**src/rtl/imem_loader_pkg.sv**
```systemverilog
// Shared types for the instruction-memory boot loader: FSM state encoding,
// error codes reported on err_code, and a helper that identifies the states
// in which a frame is being received.
package imem_loader_pkg;

   typedef enum logic [2:0] {
      IDLE,
      LEN_LO,
      LEN_HI,
      DATA,
      CSUM,
      DONE,
      ERR
   } state_t;

   localparam logic [1:0] ERR_NONE    = 2'b00;
   localparam logic [1:0] ERR_LEN     = 2'b01;
   localparam logic [1:0] ERR_CSUM    = 2'b10;
   localparam logic [1:0] ERR_TIMEOUT = 2'b11;

   // A frame is in flight (bytes are accepted) only in these four states.
   function automatic logic is_loading(input state_t s);
      return (s == LEN_LO) || (s == LEN_HI) || (s == DATA) || (s == CSUM);
   endfunction

endpackage

```
**src/rtl/imem_loader_byte_packer.sv**
```systemverilog
// Assembles accepted stream bytes into little-endian 32-bit words. The first
// three bytes of a word are kept in a shift register; the fourth completes the
// word, which is presented combinationally together with word_valid so the
// owner can register it into the write port on the following edge.
module loader_byte_packer (
   input  logic        clk,
   input  logic        rst,
   input  logic        clear,
   input  logic        byte_en,
   input  logic [7:0]  byte_in,
   output logic        word_valid,
   output logic [31:0] word
);

   logic [1:0]  byte_idx;
   logic [23:0] partial;

   assign word_valid = byte_en && (byte_idx == 2'd3);
   assign word       = {byte_in, partial};

   // Shift each accepted byte in from the top so the oldest byte ends up lowest.
   always_ff @(posedge clk) begin
      if (rst || clear) begin
         byte_idx <= 2'd0;
         partial  <= 24'd0;
      end else if (byte_en) begin
         byte_idx <= byte_idx + 2'd1;
         partial  <= {byte_in, partial[23:8]};
      end
   end

endmodule

```
**src/rtl/imem_loader.sv**
```systemverilog
// Boot-time writer for the instruction memory. Receives a framed byte stream
// (length, data words, XOR checksum), writes the words from address 0 and
// releases the core from reset only after a good checksum.
// Optional build macro IMEM_LOADER_TIMEOUT_EN adds an inter-byte idle timeout
// that aborts a stalled load with err_code 11.
module imem_loader
   import imem_loader_pkg::*;
#(
   parameter int ADDR_W         = 10,
   parameter int TIMEOUT_CYCLES = 65535
) (
   input  logic              clk,
   input  logic              rst,
   input  logic              start,
   input  logic              in_valid,
   input  logic [7:0]        in_data,
   output logic              in_ready,
   output logic              imem_we,
   output logic [ADDR_W-1:0] imem_waddr,
   output logic [31:0]       imem_wdata,
   output logic              core_rst,
   output logic              done,
   output logic [1:0]        err_code
);

   localparam logic [16:0] MAX_WORDS = 17'd1 << ADDR_W;

   if (ADDR_W < 1 || ADDR_W > 16 || TIMEOUT_CYCLES < 1 || TIMEOUT_CYCLES > 65535) begin : g_param_check
      $error("imem_loader: ADDR_W must be 1..16 and TIMEOUT_CYCLES 1..65535");
   end

   state_t      state;
   state_t      state_nxt;
   logic [1:0]  err_nxt;
   logic [15:0] len;
   logic [15:0] byte_len;
   logic [16:0] word_cnt;
   logic [7:0]  csum;
   logic        accept;
   logic        restart;
   logic        pk_valid;
   logic [31:0] pk_word;

   assign accept  = in_valid && in_ready;
   assign restart = start && !is_loading(state);

   loader_byte_packer u_packer (
      .clk        (clk),
      .rst        (rst),
      .clear      (restart),
      .byte_en    (accept && (state == DATA)),
      .byte_in    (in_data),
      .word_valid (pk_valid),
      .word       (pk_word)
   );

`ifdef IMEM_LOADER_TIMEOUT_EN
   localparam logic [15:0] TIMEOUT_LIMIT = 16'(TIMEOUT_CYCLES);
   logic [15:0] idle_cnt;

   // Count cycles without an accepted byte while a frame is in flight.
   always_ff @(posedge clk) begin
      if (rst) begin
         idle_cnt <= 16'd0;
      end else if (restart || accept || !is_loading(state)) begin
         idle_cnt <= 16'd0;
      end else begin
         idle_cnt <= idle_cnt + 16'd1;
      end
   end
`endif

   // Next-state and error-code decision for the frame parser.
   always_comb begin
      state_nxt = state;
      err_nxt   = err_code;
      byte_len  = {in_data, len[7:0]};
      case (state)
         IDLE, DONE, ERR: begin
            if (start) begin
               state_nxt = LEN_LO;
               err_nxt   = ERR_NONE;
            end
         end
         LEN_LO: begin
            if (accept) state_nxt = LEN_HI;
         end
         LEN_HI: begin
            if (accept) begin
               if ({1'b0, byte_len} > MAX_WORDS) begin
                  state_nxt = ERR;
                  err_nxt   = ERR_LEN;
               end else if (byte_len == 16'd0) begin
                  state_nxt = CSUM;
               end else begin
                  state_nxt = DATA;
               end
            end
         end
         DATA: begin
            if (pk_valid && ((word_cnt + 17'd1) == {1'b0, len})) state_nxt = CSUM;
         end
         CSUM: begin
            if (accept) begin
               if (in_data == csum) begin
                  state_nxt = DONE;
               end else begin
                  state_nxt = ERR;
                  err_nxt   = ERR_CSUM;
               end
            end
         end
         default: state_nxt = IDLE;
      endcase
`ifdef IMEM_LOADER_TIMEOUT_EN
      if (is_loading(state) && !accept && (idle_cnt == TIMEOUT_LIMIT)) begin
         state_nxt = ERR;
         err_nxt   = ERR_TIMEOUT;
      end
`endif
   end

   // State register, registered outputs, write port, length and checksum capture.
   always_ff @(posedge clk) begin
      if (rst) begin
         state      <= IDLE;
         in_ready   <= 1'b0;
         imem_we    <= 1'b0;
         imem_waddr <= '0;
         imem_wdata <= 32'd0;
         core_rst   <= 1'b1;
         done       <= 1'b0;
         err_code   <= ERR_NONE;
         len        <= 16'd0;
         word_cnt   <= 17'd0;
         csum       <= 8'd0;
      end else begin
         state    <= state_nxt;
         err_code <= err_nxt;
         in_ready <= is_loading(state_nxt);
         done     <= (state_nxt == DONE);
         core_rst <= (state_nxt != DONE);
         imem_we  <= pk_valid;
         if (pk_valid) begin
            imem_waddr <= word_cnt[ADDR_W-1:0];
            imem_wdata <= pk_word;
            word_cnt   <= word_cnt + 17'd1;
         end
         if (restart) begin
            len      <= 16'd0;
            word_cnt <= 17'd0;
            csum     <= 8'd0;
         end else if (accept) begin
            case (state)
               LEN_LO:  len[7:0]  <= in_data;
               LEN_HI:  len[15:8] <= in_data;
               DATA:    csum      <= csum ^ in_data;
               default: ;
            endcase
         end
      end
   end

endmodule

```
**config.mk**
```make
export PLATFORM = sky130hd
export DESIGN_NAME = imem_loader
export DESIGN_NICKNAME = d
export VERILOG_FILES = /design/src/rtl/imem_loader_pkg.sv /design/src/rtl/imem_loader_byte_packer.sv /design/src/rtl/imem_loader.sv
export SDC_FILE = /design/constraint.sdc
export NUM_CORES = 1
export LEC_CHECK = 0
export CAP_MARGIN = 10
export CORE_ASPECT_RATIO = 1.5
export CORE_UTILIZATION = 51
export DETAILED_ROUTE_END_ITERATION = 6
export PLACE_DENSITY_LB_ADDON = 0.15
export SLEW_MARGIN = 40
export SYNTH_ARGS = -nofsm -noshare
export SYNTH_HDL_FRONTEND = slang
export SYNTH_SLANG_ARGS = --single-unit
```
**constraint.sdc**
```tcl
create_clock -name clk -period 2.4 [get_ports clk]
set_input_delay 0.48 -clock clk [delete_from_list [all_inputs] [get_ports clk]]
set_output_delay 0.48 -clock clk [all_outputs]
set_load 0.02 [all_outputs]
```
# After elaboration in Yosys (flattened, before gate mapping)
# Cells that the tools add are included.
[op_classes]
n_addsub = 2
shifts = 0
n_lt_le_gt_ge = 1
eq_ne = 20
n_reduce_logical = 22
n_mul = 0
bitwise_logic = 1
div = 0
mux = 15
[op_table]
columns = ["op", "count"]
rows = [
  ["two-way mux 3 bit", 7],
  ["adder 17 x 1 -> 17 bit (second input constant)", 1],
  ["equality test 17 x 16 -> 1 bit", 1],
  ["> comparator 16 x 11 -> 1 bit (second input constant)", 1],
  ["zero test 16 bit", 1],
  ["equality test 3 bit (second input constant)", 5],
  ["one-hot mux 3 bit (5 select lines)", 1],
  ["equality test 3 x 2 -> 1 bit (second input constant)", 4],
  ["two-way mux 2 bit", 6],
  ["equality test 8 bit", 1],
  ["inequality test 2 bit (second input constant)", 4],
  ["bitwise XOR 8 bit", 1],
  ["logical OR 1 bit", 7],
  ["equality test 3 x 1 -> 1 bit (second input constant)", 2],
  ["one-hot mux 2 bit (3 select lines)", 1],
  ["AND reduction 2 bit", 3],
  ["AND reduction 6 bit", 1],
  ["logical AND 1 bit", 5],
  ["zero test 3 bit", 1],
  ["inequality test 3 bit (second input constant)", 1],
  ["nonzero test 3 bit", 1],
  ["OR reduction 3 bit", 1],
  ["adder 2 x 1 -> 2 bit (second input constant)", 1],
  ["equality test 2 bit (second input constant)", 1],
  ["3 further kinds", 3],
]
[word_totals]
ff_bits = 118
input_bits = 12
romBits = 0
mem_bits_rw = 0
n_memories = 0
latchBits = 0
out_inout_bits = 48

# Longest topological paths before layout
# Gate-level depths: netlist of run 1.
[logic_depth]
depth_word = 10
mapped_depth = 8

# Hierarchy
# From an unflattened synthesis of run 1, not the netlist that was laid out.
[unflattened]
hier_cells = 579
area_unflattened_um2 = 5288.8
[modules_own_cells]
columns = ["module", "area_per_inst_um2", "n_inst", "cells_per_inst"]
rows = [
  ["imem_loader", 4249.1, 1, 484],
  ["loader_byte_packer", 1039.7, 1, 95],
]

# Worst setup path before layout of run 1
# No wires, ideal clock.
[synth_path]
path_type = "flip-flop to flip-flop"
from = "reg word_cnt[1]"
to = "reg state[1]"
arrival_time_ps = 2036
stages_incl_launch_ff = 9
setup_slack_ps = 232
synth_period_minus_slack_ps = 2168
path_buffers = 1
t_required_ps = 2268
setup_time_ps = 132
path_cell_list = "dfxtp_1 ha_1 buf_2 and3_1 a221o_1 a2111oi_2 o2111a_1 and4_4 o22ai_1"
[synth_via]
elab_chain_cells = 5
[synth_rtl]
columns = ["element", "line_no", "text"]
rows = [
  ["start: declaration", "imem_loader.sv:37", "logic [16:0] word_cnt;"],
  ["start signal: assignment", "imem_loader.sv:147", "word_cnt <= word_cnt + 17'd1;"],
  ["adder 17 x 1 -> 17 bit", "imem_loader.sv:101", "if (pk_valid && ((word_cnt + 17'd1) == {1'b0, len})) state_nxt = CSUM;"],
  ["equality test 17 x 16 -> 1 bit", "imem_loader.sv:101", ""],
  ["logical AND 1 bit", "imem_loader.sv:101", ""],
  ["two-way mux 3 bit", "imem_loader.sv:101", ""],
  ["one-hot mux 3 bit (5 select lines)", "imem_loader.sv:78", "case (state)"],
  ["end signal: assignment", "imem_loader.sv:138", "state <= state_nxt;"],
  ["end: declaration", "imem_loader.sv:32", "state_t state;"],
]
# No other way between the ends.
# A chain may end at the register's enable or synchronous reset.

# Final worst setup path of run 1
[layout_path]
from = "reg word_cnt[0]"
to = "reg state[1]"
# The elaborated chain is that of the path after synthesis.

==> metrics.txt, run 1 <==
grt total ovfl 0; max_cap viols 0; Worst setup SP type register; period utilisation layout 95.0%; maximum clock rate 438 MHz; Pwr Density 716 nW/um2; Slew HR 62.1%; initial antenna violation count 0; Root Buffer clkbuf_16; ys flop type dfxtp_1; later-pin clock latency in the skew report 410 ps; largest net degree at the start of global routing 52; ratio of cells with drive above 1 in the final layout 13.1%; final setup vio count 0; syn nets 664; Avg WL per Cell 15.9 um; Max Buffers Root-to-Sink 2; Worst Max-Slew Pin Slew 569 ps; syn avg cell area 7.97 um2; fin worst setup slack 119 ps; CTS buffer count 17; die width 84.3 um; core area 9800 um2; worst vdd ir 0.649 mV; CTS tree done; combinational share of power 4.6%; Final ANT Viol Nets 0; drt pass-1 iters 7; status complete, but fails checks; Net Sw Frac 23.2%; Final HPWL DP 9.78 mm; total track usage 27.7%; Reg clk slew, reported paths 60 ps; Max FO, Critical Path 3; Worst Path Arrival 2550 ps; EDFF count, synth 0; synthesized area 5180 um2; CTS sink cnt 118; power share of the clock group 54.5%; Setup CP Type reg -> reg; sequential power share 40.9%; chip height 125 um; I/O pin cnt 60; vias in the first global route 4855; H-tree levels 4; DRC viols 4; worst slack, placed -214 ps; placed instance area 6120 um2; RD Place Congestion 0.931; post-synth cell types 63; Yosys warnings 0; NetSw 0.00112 W; final net count 748; Fin. Hold Viols 0; first-pass GRT wire length 22.9 mm; vias 4759; Worst Hold Class reg -> reg; Leak 2.32 nW; setup bufs post-CTS 0; Power, Total 0.00484 W; max-slew violations 0; die area 10600 um2; initial drt markers 177; min Tclk post-route 2280 ps; Clock Skew 8.04 ps; Final Instance Area 6770 um2; Port Buffers 59; cell count after synthesis 650; CP endpoint kind register; Routed Wire Length 13.7 mm; failing checks design-rule violations; Async SR Flop Fraction 0%; via/cell ratio 5.52; row count 44; Antenna Cells 0; Area Growth Syn to Fin 30.6%; Internal Power 0.00372 W; Seq/Total Area, Yosys 45.6%; CP Data Required Time 2670 ps; initial core utilization 52.9%; Synth Register Bits 118
kinds of logic (layout without fill, tap and decap cells):
logic type | after synthesis | in the layout | share of synthesized area (%)
AND/OR/NAND/NOR | 290 | 290 | 24.6
adder cells (fa/ha/maj) | 2 | 2 | 0.483
buffers and inverters | 53 | 150 | 4.47
AO/OA/AOI/OAI | 129 | 129 | 14.8
XOR/XNOR | 49 | 49 | 8.28
flip-flops | 118 | 118 | 45.6
multiplexers | 9 | 9 | 1.76
what timing repair did:
item | 4_1_cts | 5_1_grt
resized for setup | 1 | 2
setup endpoints to repair | 3 | 5
hold buffers | 0 | 0
Yosys cell counts (all sizes together) (3+ instances only):
library cell | number | area [um2]
nand2 | 172 | 646
dfxtp | 118 | 2360
a21oi | 84 | 420
nor2 | 52 | 195
clkbuf | 34 | 128
xnor2 | 26 | 228
xor2 | 23 | 201
buf | 13 | 81.3
nand3 | 12 | 65.1
nand4 | 9 | 62.6
mux2i | 8 | 80.1
o21ai | 8 | 40.0
nand2b | 7 | 43.8
nor3 | 7 | 35.0
nor4 | 7 | 43.8
a31oi | 6 | 37.5
inv | 6 | 22.5
and4 | 4 | 37.5
nor3b | 4 | 30.0
a211oi | 3 | 27.5
and2 | 3 | 18.8
and3 | 3 | 18.8
or3 | 3 | 18.8
cell usage in the layout, fill, tap and decap left out, types with 5 or more instances in the layout:
| cell | count |
|---|---|
| a21oi_1 | 84 |
| a31oi_1 | 6 |
| buf_4 | 52 |
| clkbuf_16 | 17 |
| clkdlybuf4s50_1 | 58 |
| dfxtp_1 | 118 |
| inv_1 | 6 |
| inv_6 | 5 |
| mux2i_1 | 8 |
| nand2_1 | 172 |
| nand2b_1 | 7 |
| nand3_1 | 10 |
| nand4_1 | 8 |
| nor2_1 | 52 |
| nor3_1 | 7 |
| nor4_1 | 7 |
| xnor2_1 | 26 |
| xor2_1 | 23 |
power by group through the flow:
stage | Clock (W) | Combinational, W | Sequential, W
after floorplan | 0 | 0.000124 | 0.00202
after global placement | 0 | 0.000215 | 0.00202
after detailed placement | 0 | 0.000220 | 0.00202
after CTS | 0.00267 | 0.000221 | 0.00198
after global routing | 0.00276 | 0.000242 | 0.00198
final | 0.00264 | 0.000222 | 0.00198
registers in the layout, indices dropped and copies added (netlist names), 2 cells and up:
register	count
len	16
u_packer.partial	24
u_packer.byte_idx	2
csum	8
imem_wdata	32
word_cnt	17
imem_waddr	10
err_code	2
state	3
layout make-up:
type / count / area (um2)
multi-input cells: 479 / 2620
fillers: 808 / 3030
flip-flops and latches: 118 / 2360
inverters: 6 / 22.5
clock buffers: 17 / 425
repair buffers: 112 / 996
clock inverters: 15 / 194
well taps: 115 / 144
worst paths after layout:
path	startpoint	end	slack, ps	depth (start not counted)
worst max-delay path	word_cnt[0]$_SDFFE_PP0P_	state[1]$_SDFF_PP0_	120	8
worst min-delay path	imem_waddr[8]$_SDFFE_PP0P_	imem_waddr[8]$_SDFFE_PP0P_	450	2
worst max register to register	word_cnt[0]$_SDFFE_PP0P_	state[1]$_SDFF_PP0_	120	8
worst min register to register	imem_waddr[8]$_SDFFE_PP0P_	imem_waddr[8]$_SDFFE_PP0P_	450	2
critical path: stages (launching register included):
cell       delay [ps]
dfxtp_1           320
ha_1              360
xor2_1            200
a211oi_2          250
buf_4             150
nand4b_1          140
a2111oi_4         360
and4_4            290
o22ai_1            80
through the flow:
stage | TNS (ps) | std cells | util, % | hold WS, ps
after floorplan | 0 | 650 | - | 432
after global placement | -309 | 830 | 62.5 | 443
after detailed placement | -353 | 830 | 62.5 | 447
after CTS | 0 | 862 | 68.9 | 456
after global routing | -3.02 | 862 | 69.1 | 471
final | 0 | 862 | 69.1 | 453
layer usage:
| layer | share of wire [%] | vias to the layer above | track usage (%) |
|---|---|---|---|
| li1 | - | 2368 | - |
| met1 | 38 | 2273 | 27.4 |
| met2 | 56 | 83 | 53.0 |
| met3 | 2.6 | 35 | 5.41 |
| met4 | 3.8 | 0 | 15.6 |
| met5 | 0 | - | 0 |
No activity file was read; power rests on OpenSTA's default activity.
==> run 2: changes to the inputs <==
--- a/config.mk
+++ b/config.mk
@@ -7,8 +7,9 @@
 export LEC_CHECK = 0
 export CAP_MARGIN = 10
 export CORE_ASPECT_RATIO = 1.5
-export CORE_UTILIZATION = 51
+export CORE_UTILIZATION = 45
 export DETAILED_ROUTE_END_ITERATION = 6
+export MAX_ROUTING_LAYER = met4
 export PLACE_DENSITY_LB_ADDON = 0.15
 export SLEW_MARGIN = 40
 export SYNTH_ARGS = -nofsm -noshare
==> run 2 against run 1 <==
  * The run now ends clean
  * Non-clock buffer count down 1
  * Global-route usage down 2.3 points
  * Clock skew up 1.3 ps
  * Sequential power about the same
  * Critical path depth unchanged
  * Largest cell class unchanged
==> metrics.txt, run 2 (synthesis results as in run 1) <==
hold path cells 2 (unchanged); die area 12000 um2 (was 10600 um2); core area 11100 um2 (was 9800 um2); vias in the first global route 4622 (was 4855); drt pass-1 iters 5 (was 7); initial antenna violation count 0 (unchanged); row count 47 (was 44); Max Buffers Root-to-Sink 2 (unchanged); RD Place Congestion 0.899 (was 0.931); most common cell after layout, fill and taps aside nand2_1 (unchanged); Root Buffer clkbuf_16 (unchanged); later-pin clock latency in the skew report 410 ps (about the same); Final ANT Viol Nets 0 (unchanged); Setup TNS Final 0 ps (unchanged); Fin. Hold Viols 0 (unchanged); r2r endpoint state[1]$_SDFF_PP0_ (unchanged); maximum clock rate 430 MHz (was 438 MHz); R2R Setup Slk 80 ps (was 120 ps); crit-path max cell delay 390 ps (was 360 ps); Slew HR 66.3% (was 62.1%); period utilisation layout 96.8% (was 95.0%); H-tree levels 4 (unchanged); Top delay family on crit path compound AO/OA/AOI/OAI gates (unchanged); Hold Startpoint imem_wdata[21]$_SDFFE_PP0P_ (was imem_waddr[8]$_SDFFE_PP0P_); Clock Skew 9.38 ps (was 8.04 ps); Worst Hold Class reg -> reg (unchanged); Setup CP Type reg -> reg (unchanged); Worst Max-Slew Pin Slew 506 ps (was 569 ps); crit-path cells ha_1 > xor2_1 > a211oi_1 > buf_4 > nand4b_1 > a2111oi_4 > and4_4 > o22ai_1 (was ha_1 > xor2_1 > a211oi_2 > buf_4 > nand4b_1 > a2111oi_4 > and4_4 > o22ai_1); initial drt markers 200 (was 177); chip height 133 um (was 125 um); Final HPWL DP 10.1 mm (was 9.78 mm); hold path endpoint imem_wdata[21]$_SDFFE_PP0P_ (was imem_waddr[8]$_SDFFE_PP0P_); Area Growth Syn to Fin 30.8% (was 30.6%); CP bufs+invs 1 (unchanged); max-slew violations 0 (unchanged); first-pass GRT wire length 22.3 mm (was 22.9 mm); Largest regs imem_wdata x32, u_packer.partial x24, word_cnt x17 (unchanged); I/O pin cnt 60 (unchanged); CTS tree done (unchanged); total track usage 25.5% (was 27.7%); vias 4747 (was 4759); number of flip-flops under the largest register name 32 (unchanged); commonest cells after routing, fill and taps aside nand2_1 (172), dfxtp_1 (118), a21oi_1 (84), clkdlybuf4s50_1 (58), nor2_1 (52) (was nand2_1 (172), dfxtp_1 (118), a21oi_1 (84), clkdlybuf4s50_1 (58)); CTS sink cnt 118 (unchanged); Critical R2R Launch word_cnt[0]$_SDFFE_PP0P_ (unchanged); Worst setup SP type register (unchanged); Max FO, Critical Path 3 (unchanged); via/cell ratio 5.32 (was 5.52); status finished, final reports clean (was complete, but fails checks); Pwr Density 709 nW/um2 (was 716 nW/um2); die width 89.6 um (was 84.3 um); Leak 2.31 nW (was 2.32 nW); final net count 747 (was 748); min Tclk post-route 2320 ps (was 2280 ps); CP Data Required Time 2680 ps (was 2670 ps); largest net degree at the start of global routing 47 (was 52); max_cap viols 0 (unchanged); ratio of cells with drive above 1 in the final layout 12.3% (was 13.1%); initial core utilization 46.6% (was 52.9%); Antenna Cells 0 (unchanged); worst vdd ir 0.619 mV (was 0.649 mV); FF-to-FF path depth 8 (unchanged); Largest Register imem_wdata (unchanged); grt total ovfl 0 (unchanged); CP max-delay cell a2111oi_4 (was ha_1); final setup vio count 0 (unchanged); DRC viols 0 (was 4); Routed Wire Length 13.8 mm (was 13.7 mm); Port Buffers 59 (unchanged); Avg WL per Cell 15.5 um (was 15.9 um); CP endpoint kind register (unchanged); Power, Total 0.00480 W (was 0.00484 W); Reg clk slew, reported paths 50 ps (was 60 ps); Worst Path Arrival 2610 ps (was 2550 ps); CTS buffer count 17 (unchanged); setup bufs post-CTS 0 (unchanged)
## run 2: cell types whose count changed in the layout (fill, tap and decap cells not counted), sizes merged
cell,delta
inv,-6
clkinvlp,-1
buf,-1
clkinv,+1
clkbuf,+4
bufinv,+1
## run 2: how the worst max path moves through the flow
stage	to	slack [ps]	from	cells after the start
finish	state[1]$_SDFF_PP0_	80	word_cnt[0]$_SDFFE_PP0P_	8
global route	done$_SDFF_PP0_	-20	word_cnt[0]$_SDFFE_PP0P_	8
CTS	state[1]$_SDFF_PP0_	70	word_cnt[0]$_SDFFE_PP0P_	8
detailed placement	in_ready$_SDFF_PP0_	-190	in_data[4]	7
global placement	in_ready$_SDFF_PP0_	-200	in_data[4]	7
floorplan	state[1]$_SDFF_PP0_	230	word_cnt[1]$_SDFFE_PP0P_	8
## run 2: stage by stage
stage	cells	setup WS (ps)	util [%]	cell area [um2]	hold slack (ps)
after floorplan	650	232	-	5180	432
after global placement	861	-198	55.4	6160	442
after detailed placement	861	-188	55.4	6160	449
after CTS	892	65.6	60.8	6760	456
after global routing	892	-21.3	61.0	6780	473
final	892	75.7	61.0	6780	453
## run 2: timing repair
| action | in CTS | in global routing |
|---|---|---|
| cloned | 0 | 0 |
| hold buffers | 0 | 0 |
| resized for setup | 1 | 2 |
| setup endpoints to repair | 3 | 2 |
## run 2: area by class of cell
| class | instances | area (um2) |
|---|---|---|
| Multi-Input combinational cell | 479 | 2620 |
| Timing Repair Buffer | 111 | 988 |
| Sequential cell | 118 | 2360 |
| Fill cell | 1018 | 4340 |
| Clock buffer | 21 | 440 |
| Tap cell | 147 | 184 |
| Inverter | 6 | 22.5 |
| Clock inverter | 10 | 155 |
## run 2: where the power goes
| group | internal (W) | switching, W | total [W] |
|---|---|---|---|
| combinational | 0.0000921 | 0.000130 | 0.000222 |
| sequential | 0.00197 | 0.0000146 | 0.00198 |
| clock | 0.00172 | 0.000875 | 0.00260 |
## run 2: layer usage
layer | vias up | routed length, um | global-route usage [%] | part of all wire [%]
met3 | 43 | 412 | 5.39 | 3.0
met2 | 115 | 7760 | 45.6 | 56
li1 | 2355 | - | - | -
met5 | - | 0 | - | 0
met1 | 2234 | 5160 | 25.8 | 37
met4 | 0 | 522 | 11.2 | 3.8
## run 2: worst reg2reg max path, delay by kind of cell (launching register included)
family / cells / cell delay, ps
buffers and inverters: 1 / 170
AO/OA/AOI/OAI: 3 / 740
adder cells (fa/ha/maj): 1 / 350
AND/OR/NAND/NOR: 2 / 470
flip-flops: 1 / 310
XOR/XNOR: 1 / 180
